**src/rtl/spi_master.sv**
```systemverilog
// spi_master: SPI mode-0 (CPOL=0, CPHA=0) initiator. One DATA_W-bit full-duplex
// frame per accepted request: SETUP -> SHIFT -> HOLD -> GAP, each phase timed
// in units of the half-period H = BASE_HALF << freq_control, latched at start.
module spi_master #(
  parameter int BASE_HALF = 2,
  parameter int DATA_W    = 8
) (
  input  logic              clk,
  input  logic              reset,
  input  logic [1:0]        freq_control,
  input  logic              tx_start,
  input  logic [DATA_W-1:0] tx_data,
  input  logic              miso,
  output logic              sclk,
  output logic              cs_bar,
  output logic              mosi,
  output logic [DATA_W-1:0] rx_data,
  output logic              rx_valid,
  output logic              tx_ready,
  output logic              busy
);

  // Half-period counter must hold values up to (BASE_HALF << 3) - 1.
  localparam int HW = $clog2((BASE_HALF << 3) + 1);
  localparam int BW = (DATA_W > 1) ? $clog2(DATA_W) : 1;

  typedef enum logic [2:0] {
    ST_IDLE  = 3'd0,
    ST_SETUP = 3'd1,
    ST_SHIFT = 3'd2,
    ST_HOLD  = 3'd3,
    ST_GAP   = 3'd4
  } state_t;

  state_t            r_state;
  logic [HW-1:0]     r_half_cnt;
  logic [HW-1:0]     r_half;
  logic [BW-1:0]     r_bit_cnt;
  logic [DATA_W-1:0] r_tx_sh;
  logic [DATA_W-1:0] r_rx_sh;
  logic [DATA_W-1:0] r_rx_data;
  logic              r_sclk;
  logic              r_cs_bar;
  logic              r_mosi;
  logic              r_rx_valid;
  logic              r_busy;
  logic              r_tx_ready;

  logic [HW-1:0]     w_half_sel;
  logic              w_half_end;

  // Requested half-period; only sampled when a frame is accepted.
  assign w_half_sel = HW'(BASE_HALF) << freq_control;
  // Last clk cycle of the current half-period.
  assign w_half_end = (r_half_cnt == (r_half - HW'(1)));

  assign sclk     = r_sclk;
  assign cs_bar   = r_cs_bar;
  assign mosi     = r_mosi;
  assign rx_data  = r_rx_data;
  assign rx_valid = r_rx_valid;
  assign tx_ready = r_tx_ready;
  assign busy     = r_busy;

  // Frame sequencer: phase timing, serial shifting and all registered outputs.
  always_ff @(posedge clk or negedge reset) begin
    if (!reset) begin
      r_state    <= ST_IDLE;
      r_half_cnt <= '0;
      r_half     <= '0;
      r_bit_cnt  <= '0;
      r_tx_sh    <= '0;
      r_rx_sh    <= '0;
      r_rx_data  <= '0;
      r_sclk     <= 1'b0;
      r_cs_bar   <= 1'b1;
      r_mosi     <= 1'b0;
      r_rx_valid <= 1'b0;
      r_busy     <= 1'b0;
      r_tx_ready <= 1'b1;
    end else begin
      r_rx_valid <= 1'b0;
      case (r_state)
        ST_IDLE: begin
          r_half_cnt <= '0;
          if (tx_start) begin
            // MSB goes straight onto mosi; the rest waits in the shifter.
            r_state    <= ST_SETUP;
            r_half     <= w_half_sel;
            r_bit_cnt  <= '0;
            r_mosi     <= tx_data[DATA_W-1];
            r_tx_sh    <= {tx_data[DATA_W-2:0], 1'b0};
            r_rx_sh    <= '0;
            r_cs_bar   <= 1'b0;
            r_busy     <= 1'b1;
            r_tx_ready <= 1'b0;
          end else begin
            r_state <= ST_IDLE;
          end
        end
        ST_SETUP: begin
          if (w_half_end) begin
            // First rising sclk edge; miso is sampled on the same clk edge.
            r_half_cnt <= '0;
            r_sclk     <= 1'b1;
            r_rx_sh    <= {r_rx_sh[DATA_W-2:0], miso};
            r_state    <= ST_SHIFT;
          end else begin
            r_half_cnt <= r_half_cnt + HW'(1);
          end
        end
        ST_SHIFT: begin
          if (w_half_end) begin
            r_half_cnt <= '0;
            if (r_sclk) begin
              r_sclk <= 1'b0;
              if (r_bit_cnt == BW'(DATA_W - 1)) begin
                // Last bit stays on mosi through HOLD.
                r_state <= ST_HOLD;
              end else begin
                r_bit_cnt <= r_bit_cnt + BW'(1);
                r_mosi    <= r_tx_sh[DATA_W-1];
                r_tx_sh   <= {r_tx_sh[DATA_W-2:0], 1'b0};
              end
            end else begin
              r_sclk  <= 1'b1;
              r_rx_sh <= {r_rx_sh[DATA_W-2:0], miso};
            end
          end else begin
            r_half_cnt <= r_half_cnt + HW'(1);
          end
        end
        ST_HOLD: begin
          if (w_half_end) begin
            r_half_cnt <= '0;
            r_cs_bar   <= 1'b1;
            r_mosi     <= 1'b0;
            r_rx_data  <= r_rx_sh;
            r_rx_valid <= 1'b1;
            r_state    <= ST_GAP;
          end else begin
            r_half_cnt <= r_half_cnt + HW'(1);
          end
        end
        ST_GAP: begin
          if (w_half_end) begin
            r_half_cnt <= '0;
            r_busy     <= 1'b0;
            r_tx_ready <= 1'b1;
            r_state    <= ST_IDLE;
          end else begin
            r_half_cnt <= r_half_cnt + HW'(1);
          end
        end
        default: begin
          r_state    <= ST_IDLE;
          r_half_cnt <= '0;
          r_sclk     <= 1'b0;
          r_cs_bar   <= 1'b1;
          r_mosi     <= 1'b0;
          r_busy     <= 1'b0;
          r_tx_ready <= 1'b1;
        end
      endcase
    end
  end

endmodule

```
**config.mk**
```make
export PLATFORM = sky130hd
export DESIGN_NAME = spi_master
export DESIGN_NICKNAME = d
export VERILOG_FILES = /design/src/rtl/spi_master.sv
export SDC_FILE = /design/constraint.sdc
export NUM_CORES = 1
export LEC_CHECK = 0
export CAP_MARGIN = 40
export CORE_ASPECT_RATIO = 1.5
export CORE_MARGIN = 5
export CORE_UTILIZATION = 25
export CTS_CLUSTER_SIZE = 14
export DETAILED_ROUTE_END_ITERATION = 6
export GPL_TIMING_DRIVEN = 0
export PLACE_DENSITY = 0.49
export SLEW_MARGIN = 5
export SYNTH_ARGS = -nofsm -noshare
export SYNTH_HDL_FRONTEND = slang
export SYNTH_SLANG_ARGS = --single-unit
```
**constraint.sdc**
```tcl
create_clock -name clk -period 3.33 [get_ports clk]
set_clock_uncertainty 0.1 [all_clocks]
set_input_delay 0.666 -clock clk [delete_from_list [all_inputs] [get_ports clk]]
set_output_delay 0.666 -clock clk [all_outputs]
set_load 0.1 [all_outputs]
```
==> After elaboration in Yosys (flattened, before gate mapping) <==
Cells that the tools add are included.
{ "word_totals": {"reg_bits": 46, "input_bits": 14, "out_inout_bits": 14, "elab_cells": 95} }
{ "classes": {"addsub": 3, "eq_ne": 15, "n_shift": 1, "muxes": 42, "bitwise_logic": 4, "reduce_logical": 17} }
{ "op_table": {"columns": ["cell", "count"], "rows": [
  ["$mux 8", 8],
  ["$mux 3", 10],
  ["$pmux 8 s3", 1],
  ["$ne 2x2->1 const B", 9],
  ["$pmux 8 s2", 1],
  ["$pmux 3 s5", 1],
  ["$mux 1", 13],
  ["$pmux 1 s3", 4],
  ["$reduce_and 6->1", 2],
  ["$mux 5", 2],
  ["$reduce_and 5->1", 2],
  ["$reduce_and 3->1", 3],
  ["$reduce_or 3->1", 3],
  ["$eq 3x2->1 const B", 2],
  ["$eq 3x3->1 const B", 2],
  ["$pmux 3 s2", 1],
  ["$add 5x1->5 const B", 1],
  ["$eq 5x5->1", 1],
  ["$shl 2x2->5 const A", 1],
  ["$sub 5x1->5 const B", 1],
  ["$not 1->1", 4],
  ["$pmux 1 s4", 1],
  ["$reduce_and 2->1", 2],
  ["$reduce_or 4->1", 1],
  ["6 further kinds", 6]
]} }

==> Depth between registers and ports, before layout <==
Gate-level depths: netlist of run 1.
{ "logic_depth": {"word_depth": 5, "ltp_mapped": 10, "depth_no_buf": 8} }

==> Least setup slack after synthesis of run 1 <==
OpenSTA, ideal clock, no wires.
{ "synth_timing": {"kind": "flip-flop to flip-flop", "from": "register r_half[1]", "to": "register r_tx_sh[1]", "setup_time_ns": 0.125, "t_arrival_ns": 2.103, "required_ns": 3.105, "slack_ns": 1.002, "path_stages_with_launch": 11, "n_path_buf": 2, "synth_period_minus_slack_ns": 2.328, "path_cell_list": "dfrtp_1 inv_1 ha_1 xor2_1 and3_1 and3_1 buf_6 and2_4 buf_6 o21ai_4 mux2_2"} }
{ "synth_between": {"elab_chain_cells": 4} }
{ "synth_rtl": {"columns": ["element", "line", "source"], "rows": [
  ["from (decl)", "37", "logic [HW-1:0] r_half;"],
  ["from (signal assigned)", "89", "r_half <= w_half_sel;"],
  ["$sub 5x1->5", "55", "assign w_half_end = (r_half_cnt == (r_half - HW'(1)));"],
  ["$eq 5x5->1", "55", null],
  ["$ne 2x2->1 (no source line)", null, null],
  ["$reduce_and 5->1 (no source line)", null, null],
  ["to (signal assigned)", "92", "r_tx_sh <= {tx_data[DATA_W-2:0], 1'b0};"],
  ["to (signal assigned)", "123", "r_tx_sh <= {r_tx_sh[DATA_W-2:0], 1'b0};"],
  ["to (decl)", "39", "logic [DATA_W-1:0] r_tx_sh;"]
]} }
Every way passes these cells.
A chain may end at the register's enable or synchronous reset.

==> Worst setup path after layout of run 1 <==
{ "layout_timing": {"from": "register r_half[1]", "to": "register r_tx_sh[6]"} }
Same word-level chain as after synthesis.

==> summary.txt, run 1 <==
Hold path
  • Worst Hold Class: in2async

Routing
  • Vias: 1504
  • Vias per cell: 4.37
  • DRT antenna net count: 0
  • Drt wl/cell: 12.9 µm
  • # DRC: 0
  • Total Wirelength: 4430 µm
  • Drt initial violations: 66
  • First-pass iteration count of the detailed router: 4

CTS
  • CTS H-Tree Depth: 2
  • Setup bufs post-CTS: 0
  • Clock root buffer master: clkbuf_16
  • Clock tree sinks: 44
  • CTS tree: built
  • Skew-Pair Late Insertion Delay: 290 ps
  • Hold_buf cts: 0
  • Number of gates resized after cts: 0
  • Inserted Clock Buffers: 5
  • Clk slew on worst S/H paths: 70 ps
  • Worst-case clock buffer depth: 2

Power and ir drop
  • Sw Share: 36.5%
  • Internal Power: 1420 µW
  • Lkg Pwr: 0.00136 µW
  • PD cells: 754 mW/mm²
  • Sw Pwr: 816 µW
  • Worst VDD drop: 0.000389 V
  • Seq pwr share: 35.5%
  • Clk pwr share: 25.6%
  • Gate power share: 38.8%

Die
  • Initial Util: 25.7%
  • IO Count: 28
  • Width of the die: 86.0 µm
  • Core footprint: 0.00841 mm²
  • Die height: 124 µm
  • Num rows: 41
  • Die area: 0.0107 mm²

Critical path
  • Setup CP Type: reg2reg
  • Sum of buffers and inverters on the critical path: 3
  • CP top delay family: simple AND/OR/NAND/NOR gates
  • Crit-path max cell delay: 380 ps
  • CP Data Arrival Time: 2550 ps
  • Critical path required time: 3400 ps
  • Crit-path cells: inv_1 > ha_1 > xor2_1 > and3_1 > and3_1 > buf_6 > and2_4 > buf_6 > o21ai_4 > mux2_2
  • Worst reg2reg path depth: 10
  • CP Launch Type: flip-flop
  • Levels on crit path: 10
  • Critical Path End Type: flip-flop
  • Max FO, Critical Path: 7
  • Worst path slowest cell: dfrtp_1

STA
  • Hold WS: 187 ps
  • Final Hold Viols: 0
  • Final Worst Setup Slack: 843 ps
  • Final setup violation count: 0
  • Minimum clock period: 2490 ps
  • Max-slew headroom: 64.7%
  • RSZ-0062 raised after global routing: false
  • Maximum clock rate: 402 MHz
  • Setup total negative slack: 0 ps
  • Slew Viols, Final: 0
  • Crit share post-route: 74.7%
  • Slew at the pin closest to its max-slew limit: 530 ps

Placed design
  • Post-DP HPWL: 3240 µm
  • RD Place Congestion: 0.731
  • Post-Place Setup Slack: 552 ps
  • Cell Area, Placed: 0.00279 mm²
  • IO buf count: 27

Logic synthesis
  • Synth Flop Type: dfrtp_1
  • Async SR Flop Fraction: 100%
  • Yosys cell types: 40
  • Netlist Area Pre-Place: 0.00216 mm²
  • Number of synthesized flops with an enable pin: 0
  • Seq/Total Area, Yosys: 51.0%
  • Synthesized flop and latch total: 44
  • Syn_nets: 205
  • Syn Area/Cell: 11.6 µm²
  • Syn. warnings: 0
  • Post-synthesis instance total: 187

Cells and area
  • Share of layout cells above drive strength 1: 24.5%
  • Most common cell after layout, fill and taps aside: dfrtp_1
  • Final Net Count: 254
  • Fill cells: 870
  • # diodes: 0
  • Most frequent cells in the layout: dfrtp_1 (42), clkdlybuf4s50_1 (26), nor2_1 (20)
  • Area growth, synth to finish: 37.0%
  • Cell area after layout: 0.00296 mm²

GRT
  • First-pass GRT wire length: 7630 µm
  • Largest net degree at the start of global routing: 32
  • Vias in the first global route: 1582
  • Gr usage total: 8.98%
  • GRT overflow: 0
  • Antenna violations before repair: 0

Run
  • Max-cap violation count: 0

Outcome
  • Status: finished clean
## synthesized netlist by cell type, types with 3 or more instances
| library cell | count | area [µm²] |
|---|---|---|
| a21oi_1 | 4 | 20.0 |
| xnor2_1 | 5 | 43.8 |
| nor3_1 | 3 | 15.0 |
| o22ai_1 | 4 | 25.0 |
| mux2i_1 | 11 | 110 |
| a22o_1 | 3 | 26.3 |
| nand2_1 | 6 | 22.5 |
| ha_1 | 4 | 50.1 |
| mux2_2 | 13 | 146 |
| mux2_4 | 8 | 120 |
| nand3_1 | 6 | 30.0 |
| xor2_1 | 6 | 52.6 |
| dfrtp_1 | 42 | 1050 |
| buf_6 | 3 | 33.8 |
| o21ai_0 | 7 | 35.0 |
| nor2_1 | 20 | 75.1 |
| inv_1 | 9 | 33.8 |
## state kept, by name, summed over array words and instances (netlist names)
register    flops
r_tx_sh         7
r_half_cnt      5
r_half          4
rx_data         8
r_bit_cnt       3
sclk            1
r_state         3
busy            1
r_rx_sh         8
tx_ready        1
mosi            1
rx_valid        1
cs_bar          1
## logic make-up after synthesis
logic type | Yosys count | share of synthesized area [%]
muxes | 32 | 17.4
xor gates and xnor gates | 11 | 4.45
and+or+nand+nor | 52 | 12.3
buffers and inverters | 18 | 4.28
DFF | 44 | 51.0
AOI/OAI and AO/OA | 26 | 8.21
adders and majority gates | 4 | 2.31
## power groups by stage
stage | registers [µW] | logic [µW] | clock network (µW)
after floorplan | 967 | 435 | 0
after global placement | 806 | 782 | 0
after detailed placement | 809 | 878 | 0
after CTS | 798 | 881 | 594
after global routing | 816 | 951 | 614
final | 794 | 868 | 573
## routing by layer
| layer | GRT usage, % | part of all wire, % | vias up |
|---|---|---|---|
| met2 | 15.6 | 53 | 21 |
| met4 | 3.27 | 0.95 | 0 |
| met3 | 2.25 | 4.3 | 5 |
| met1 | 10.7 | 42 | 729 |
| met5 | 0 | 0 | - |
| li1 | - | - | 749 |
## through the flow
step	power, µW	instances	utilization [%]
after floorplan	1400	187	-
after global placement	1590	321	30.5
after detailed placement	1690	336	33.2
after CTS	2270	344	35.2
after global routing	2380	344	35.2
final	2230	344	35.2
## layout make-up
class / instances / area, µm² / area share [%]
Multi-Input combinational cell: 125 / 967 / 32.6
Clock inverter: 3 / 46.3 / 1.56
Timing Repair Buffer: 42 / 495 / 16.7
Inverter: 10 / 37.5 / 1.27
Buffer: 8 / 55.1 / 1.86
Tap cell: 107 / 134 / 4.52
Clock buffer: 5 / 125 / 4.22
Sequential cell: 44 / 1100 / 37.2
## path summary, 6_finish.rpt
| check | start | to | slack (ps) |
|---|---|---|---|
| setup / recovery | r_half[1]$_DFFE_PN0P_ | r_tx_sh[6]$_DFFE_PN0P_ | 840 |
| hold / removal | reset | r_half_cnt[3]$_DFF_PN0_ | 190 |
| setup reg to reg | r_half[1]$_DFFE_PN0P_ | r_tx_sh[6]$_DFFE_PN0P_ | 840 |
| hold reg to reg | r_half_cnt[0]$_DFF_PN0_ | r_half_cnt[0]$_DFF_PN0_ | 380 |
| max in group asynchronous | reset | rx_data[5]$_DFFE_PN0P_ | 2460 |
| min in group clk | r_half_cnt[0]$_DFF_PN0_ | r_half_cnt[0]$_DFF_PN0_ | 380 |
Note: power is estimated with default switching activity, not from simulation.
==> inputs of run 2 (changes only) <==
--- a/config.mk
+++ b/config.mk
@@ -12,7 +12,7 @@
 export CTS_CLUSTER_SIZE = 14
 export DETAILED_ROUTE_END_ITERATION = 6
 export GPL_TIMING_DRIVEN = 0
-export PLACE_DENSITY = 0.49
+export PLACE_DENSITY = 0.51
 export SLEW_MARGIN = 5
 export SYNTH_ARGS = -nofsm -noshare
 export SYNTH_HDL_FRONTEND = slang
==> constraint.sdc (replaced) <==
create_clock -name clk -period 2 [get_ports clk]
set_clock_uncertainty 0.1 [all_clocks]
set_input_delay 0.4 -clock clk [delete_from_list [all_inputs] [get_ports clk]]
set_output_delay 0.4 -clock clk [all_outputs]
set_load 0.1 [all_outputs]
==> run 2 against run 1 <==
The flow now finishes with violations (setup timing). Flip-flop and latch count is the same. Cell count is 1.7% higher. Die area unchanged. Routed wire length grew 7.3%. Critical endpoint is now rx_data[4]$_DFFE_PN0P_. Largest power group unchanged.
==> summary.txt, run 2 (synthesis results as in run 1) <==
Placed design
  • RD Place Congestion: 0.749 (+2.4%)
  • Cell Area, Placed: 0.00286 mm² (+2.3%)
  • Placed Cells: 336 (unchanged)
  • Post-Place Setup Slack: -496 ps (-1050 ps)
  • IO buf count: 27 (unchanged)
  • Post-DP HPWL: 3240 µm (about the same)

Cells and area
  • Area growth, synth to finish: 46.8%
  • Final Net Count: 260 (+2.4%)
  • Fin cells: 350 (+1.7%)
  • Cell area after layout: 0.00318 mm² (+7.1%)
  • Most common cell after layout, fill and taps aside: dfrtp_1
  • Most frequent cells in the layout: dfrtp_1 (41), clkdlybuf4s50_1 (23), nor2_1 (17)
  • Share of layout cells above drive strength 1: 33.3% (+8.9 points)
  • # diodes: 0 (unchanged)

CTS
  • Clock root buffer master: clkbuf_16
  • Clock tree sinks: 44 (unchanged)
  • Inserted Clock Buffers: 5 (unchanged)
  • Clk slew on worst S/H paths: 70 ps (about the same)
  • CTS tree: built
  • Worst-case clock buffer depth: 2 (unchanged)
  • CTS H-Tree Depth: 2 (unchanged)
  • Skew-Pair Late Insertion Delay: 290 ps (about the same)

Routing
  • Drt initial violations: 34 (-48%)
  • DRT antenna net count: 0 (unchanged)
  • Vias: 1568 (+4.3%)
  • # DRC: 0 (unchanged)
  • Total Wirelength: 4750 µm (+7.3%)
  • First-pass iteration count of the detailed router: 4 (unchanged)
  • Drt wl/cell: 13.6 µm (+5.5%)
  • Vias per cell: 4.48 (+2.5%)

Critical path
  • Crit-path max cell delay: 370 ps (about the same)
  • R2r setup slk: -250 ps (-1100 ps)
  • R2r endpoint: rx_data[4]$_DFFE_PN0P_
  • Critical Path End Type: flip-flop
  • Worst path slowest cell: dfrtp_1
  • Crit-path cells: inv_2 > ha_4 > xor2_1 > and3_1 > and3_4 > and2_4 > and3_4 > clkbuf_16 > mux2_4
  • CP most frequent cell: and3_4
  • Levels on crit path: 9 (-1)
  • Max FO, Critical Path: 5 (-2)
  • Sum of buffers and inverters on the critical path: 2 (-1)
  • Worst r2r src: r_half[1]$_DFFE_PN0P_
  • End of the critical path: rx_data[4]$_DFFE_PN0P_
  • CP Launch Point: r_half[1]$_DFFE_PN0P_
  • Setup CP Type: reg2reg
  • CP top delay family: simple AND/OR/NAND/NOR gates
  • Critical path required time: 2080 ps (-1320 ps)
  • CP Data Arrival Time: 2330 ps (-220 ps)
  • CP Launch Type: flip-flop
  • Worst reg2reg path depth: 9 (-1)

Die
  • Num rows: 41 (unchanged)
  • Initial Util: 25.7% (unchanged)
  • IO Count: 28 (unchanged)
  • Core footprint: 0.00841 mm² (unchanged)
  • Die area: 0.0107 mm² (unchanged)
  • Die height: 124 µm (unchanged)
  • Width of the die: 86.0 µm (unchanged)

STA
  • Final Hold Viols: 0 (unchanged)
  • Minimum clock period: 2250 ps (-233 ps)
  • Maximum clock rate: 444 MHz (+10%)
  • Crit share post-route: 113% (+38 points)
  • Slew Viols, Final: 0 (unchanged)
  • RSZ-0062 raised after global routing: true
  • Hold WS: 382 ps (+195 ps)
  • Final setup violation count: 28 (+28)
  • Max-slew headroom: 66.6% (+1.9 points)
  • Final Worst Setup Slack: -254 ps (-1100 ps)
  • Setup total negative slack: -4100 ps (-4100 ps)
  • Slew at the pin closest to its max-slew limit: 501 ps (-29.2 ps)

GRT
  • First-pass GRT wire length: 7780 µm (+2.0%)
  • Vias in the first global route: 1640 (+3.7%)
  • GRT overflow: 0 (unchanged)
  • Gr usage total: 9.23% (+0.25 points)
  • Antenna violations before repair: 0 (unchanged)
  • Largest net degree at the start of global routing: 29 (-9.4%)

Power and ir drop
  • Worst VDD drop: 0.000574 V (+48%)
  • Lkg Pwr: 0.00147 µW (+7.9%)
  • PD cells: 1230 mW/mm² (+63%)

Outcome
  • Status: finished, violations left
  • Failing checks: setup timing

Run
  • Max-cap violation count: 0 (unchanged)

Hold path
  • Worst Hold Class: reg2reg
==> run 2: cell count changes in the layout (fill, tap and decap cells not counted), moves of 2 or more <==
| cell | previous run | this run |
|---|---|---|
| nor2_2 | 0 | 3 |
| mux2_4 | 8 | 15 |
| inv_1 | 9 | 7 |
| buf_16 | 0 | 3 |
| buf_12 | 1 | 4 |
| clkdlybuf4s50_1 | 26 | 23 |
| buf_8 | 14 | 10 |
| inv_2 | 1 | 3 |
| mux2_2 | 13 | 6 |
| buf_4 | 0 | 5 |
| nor2_1 | 20 | 17 |
==> run 2: how the worst min path moves through the flow <==
stage,cells past startpoint,slack (ps),start,endpoint
final,1,380,r_half_cnt[0]$_DFF_PN0_,r_half_cnt[0]$_DFF_PN0_
after global routing,1,400,r_half_cnt[0]$_DFF_PN0_,r_half_cnt[0]$_DFF_PN0_
after CTS,1,390,r_half_cnt[0]$_DFF_PN0_,r_half_cnt[0]$_DFF_PN0_
after detailed placement,1,270,reset,r_bit_cnt[1]$_DFFE_PN0P_
after global placement,1,380,r_tx_sh[5]$_DFFE_PN0P_,r_tx_sh[5]$_DFFE_PN0P_
after floorplan,0,4,reset,busy$_DFFE_PN0P_
==> run 2: cell type report <==
type | instances | area, µm²
plain buffers | 5 | 38.8
clock buffers | 5 | 125
clock inverters | 3 | 25.0
fillers | 846 | 5240
inverters | 10 | 37.5
multi-input cells | 125 | 1060
flip-flops and latches | 44 | 1100
well taps | 107 | 134
repair buffers | 51 | 647
==> run 2: metrics by stage <==
| step | power, µW | utilization [%] |
|---|---|---|
| 3_5_place_dp | 2930 | 34.0 |
| 4_1_cts | 3860 | 36.6 |
| 6_report | 3900 | 37.7 |
| 2_1_floorplan | 2390 | - |
| 3_3_place_gp | 2700 | 30.8 |
| 5_1_grt | 4130 | 37.7 |
==> run 2: where the power goes <==
part | switching (µW) | internal [µW]
clock network | 376 | 472
logic | 892 | 821
registers | 199 | 1140
==> run 2: routing by layer <==
layer	wire (µm)	global-route usage (%)	share of wire [%]
met5	0	0	0
met4	72	3.56	1.5
met3	145	2.32	3.1
met2	2420	15.6	51
met1	2110	11.2	44
==> run 2: repair_timing <==
item	CTS	global route
resized for setup	11	14
hold endpoints to repair	15	0
pin swaps	5	7
gates cloned	0	1
hold buffers	1	0
buffers inserted	6	3
endpoints found under the setup margin	36	36
==> inputs of run 3 (changes only) <==
--- a/config.mk
+++ b/config.mk
@@ -8,11 +8,11 @@
 export CAP_MARGIN = 40
 export CORE_ASPECT_RATIO = 1.5
 export CORE_MARGIN = 5
-export CORE_UTILIZATION = 25
+export CORE_UTILIZATION = 40
 export CTS_CLUSTER_SIZE = 14
 export DETAILED_ROUTE_END_ITERATION = 6
 export GPL_TIMING_DRIVEN = 0
-export PLACE_DENSITY = 0.51
+export PLACE_DENSITY = 0.7
 export SLEW_MARGIN = 5
 export SYNTH_ARGS = -nofsm -noshare
 export SYNTH_HDL_FRONTEND = slang
==> run 3 against run 2 <==
The run still ends with setup timing left. Sequential share of layout area up 1.0 points. Clock power decreased by 15%. Sequential power about the same. Worst setup slack improved by 28 ps. Combinational power about the same. Global-route usage grew 4.2 points. Core utilization rose by 22 points. Via count is 1.3% lower. Power down 4.5%. Critical endpoint is now rx_data[0]$_DFFE_PN0P_.
==> summary.txt, run 3 (synthesis results as in run 1) <==
Outcome
  • Status: finished, violations left
  • Failing checks: setup timing

Critical path
  • Critical path required time: 2090 ps (about the same)
  • Max FO, Critical Path: 5 (unchanged)
  • Setup CP Type: reg2reg
  • Worst path slowest cell: dfrtp_1
  • Crit-path max cell delay: 380 ps (about the same)
  • Sum of buffers and inverters on the critical path: 2 (unchanged)
  • CP Data Arrival Time: 2320 ps (about the same)
  • CP top delay family: simple AND/OR/NAND/NOR gates
  • CP most frequent cell: and3_4
  • Crit-path cells: inv_2 > ha_4 > xor2_1 > and3_1 > and3_4 > and2_4 > and3_4 > clkbuf_16 > mux2_4
  • CP Launch Type: flip-flop
  • Critical Path End Type: flip-flop

Power and ir drop
  • Sw Pwr: 1390 µW (-5.3%)
  • Clk pwr share: 19.4% (-2.4 points)
  • Internal Power: 2330 µW (-4.0%)
  • PD cells: 1210 mW/mm² (-1.7%)
  • Worst VDD drop: 0.000732 V (+27%)
  • Lkg Pwr: 0.00146 µW (-0.90%)
  • Sw Share: 37.3% (-0.32 points)
  • Power, Total: 3720 µW (-4.5%)
  • Seq pwr share: 35.6% (+1.3 points)
  • Gate power share: 45.0% (+1.1 points)

Placed design
  • RD Place Congestion: 0.755 (+0.79%)
  • Post-DP HPWL: 3020 µm (-6.8%)
  • IO buf count: 27 (unchanged)

STA
  • Slew at the pin closest to its max-slew limit: 497 ps (-3.10 ps)
  • RSZ-0062 raised after global routing: true
  • Final Worst Setup Slack: -226 ps (+27.5 ps)
  • Maximum clock rate: 449 MHz (+1.2%)
  • Slew Viols, Final: 0 (unchanged)
  • Max-slew headroom: 66.7% (+0.084 points)
  • Hold WS: 397 ps (+14.9 ps)
  • Final Hold Viols: 0 (unchanged)
  • Final setup violation count: 21 (-25%)
  • Crit share post-route: 111% (-1.4 points)
  • Minimum clock period: 2230 ps (-27.5 ps)

CTS
  • CTS H-Tree Depth: 2 (unchanged)
  • Inserted Clock Buffers: 5 (unchanged)
  • Clock root buffer master: clkbuf_8
  • CTS tree: built
  • Clk slew on worst S/H paths: 90 ps (+20 ps)
  • Worst-case clock buffer depth: 2 (unchanged)
  • Skew-Pair Late Insertion Delay: 300 ps (about the same)
  • Clock tree sinks: 44 (unchanged)

Die
  • Core footprint: 0.00520 mm² (-38%)
  • Initial Util: 41.6% (+16 points)
  • Die height: 100 µm (-19%)
  • IO Count: 28 (unchanged)
  • Die area: 0.00701 mm² (-34%)
  • Num rows: 32 (-22%)
  • Width of the die: 70.0 µm (-19%)

GRT
  • GRT overflow: 0 (unchanged)
  • Antenna violations before repair: 0 (unchanged)
  • Largest net degree at the start of global routing: 33 (+14%)
  • Gr usage total: 13.4% (+4.2 points)
  • Vias in the first global route: 1649 (+0.55%)
  • First-pass GRT wire length: 7520 µm (-3.4%)

Routing
  • Drt initial violations: 41 (+21%)
  • Vias per cell: 4.93 (+10%)
  • First-pass iteration count of the detailed router: 4 (unchanged)
  • DRT antenna net count: 0 (unchanged)
  • Total Wirelength: 4500 µm (-5.3%)
  • # DRC: 0 (unchanged)
  • Vias: 1548 (-1.3%)
  • Drt wl/cell: 14.3 µm (+5.5%)

Cells and area
  • Area growth, synth to finish: 42.7%
  • Most common cell after layout, fill and taps aside: dfrtp_1
  • Final Net Count: 263 (+1.2%)
  • Reg area: 0.00110 mm² (unchanged)
  • Most frequent cells in the layout: dfrtp_1 (41), clkdlybuf4s50_1 (24), nor2_1 (18)
  • # diodes: 0 (unchanged)
  • Multi-input gate area: 0.00106 mm² (-0.35%)
  • Share of layout cells above drive strength 1: 32.1% (-1.2 points)
  • Fill cells: 437 (-48%)

Run
  • Max-cap violation count: 0 (unchanged)

Hold path
  • Worst Hold Class: reg2reg
## run 3: cell type report
type                            instances  share of cell area [%]
Inverter                               10                    1.22
Multi-Input combinational cell        125                    34.3
Timing Repair Buffer                   54                    20.8
Sequential cell                        44                    35.8
Tap cell                               68                    2.76
Buffer                                  5                    1.22
Clock inverter                          2                    1.26
Clock buffer                            6                    2.68
## run 3: through the flow
step                      setup WS, ps  utilization (%)  TNS [ps]  cells  instance area (µm²)
after floorplan                   -289                -     -3950    187                 2190
after global placement            -939             48.9    -42450    282                 2550
after detailed placement          -461             53.5     -8880    297                 2780
after CTS                         -236             57.4     -3170    309                 2990
after global routing              -308             59.3     -7080    314                 3090
final                             -226             59.3     -3400    314                 3090
## run 3: final timing paths
path / startpoint / endpoint / slack (ps) / depth (start not counted)
worst min-delay path: r_half_cnt[0]$_DFF_PN0_ / r_half_cnt[0]$_DFF_PN0_ / 400 / 1
worst max register to register: r_half[1]$_DFFE_PN0P_ / rx_data[0]$_DFFE_PN0P_ / -230 / 9
min in group asynchronous: reset / r_bit_cnt[2]$_DFFE_PN0P_ / 430 / 2
worst min register to register: r_half_cnt[0]$_DFF_PN0_ / r_half_cnt[0]$_DFF_PN0_ / 400 / 1
max in group asynchronous: reset / tx_ready$_DFFE_PN1P_ / 820 / 3
worst max-delay path: r_half[1]$_DFFE_PN0P_ / rx_data[0]$_DFFE_PN0P_ / -230 / 9
## run 3: power by group through the flow
stage,logic [µW],clock network (µW),registers [µW]
CTS,1580,744,1330
global placement,1340,0,1340
global route,1830,785,1360
detailed placement,1500,0,1350
floorplan,771,0,1620
finish,1680,724,1320
## run 3: per-layer routing
| metal | up-vias | GRT usage (%) | part of all wire [%] |
|---|---|---|---|
| li1 | 763 | - | - |
| met1 | 754 | 15.7 | 42 |
| met2 | 25 | 23.6 | 53 |
| met3 | 6 | 3.51 | 3.3 |
| met4 | 0 | 4.87 | 1.6 |
| met5 | - | 0 | 0 |
## run 3: repair_timing
item / CTS / global route
endpoints found under the hold margin: 11 / 0
hold buffers: 1 / 0
cloned: 0 / 1
gates resized for setup: 13 / 9
buffers inserted: 6 / 5
setup endpoints to repair: 36 / 35
pin swaps: 2 / 0
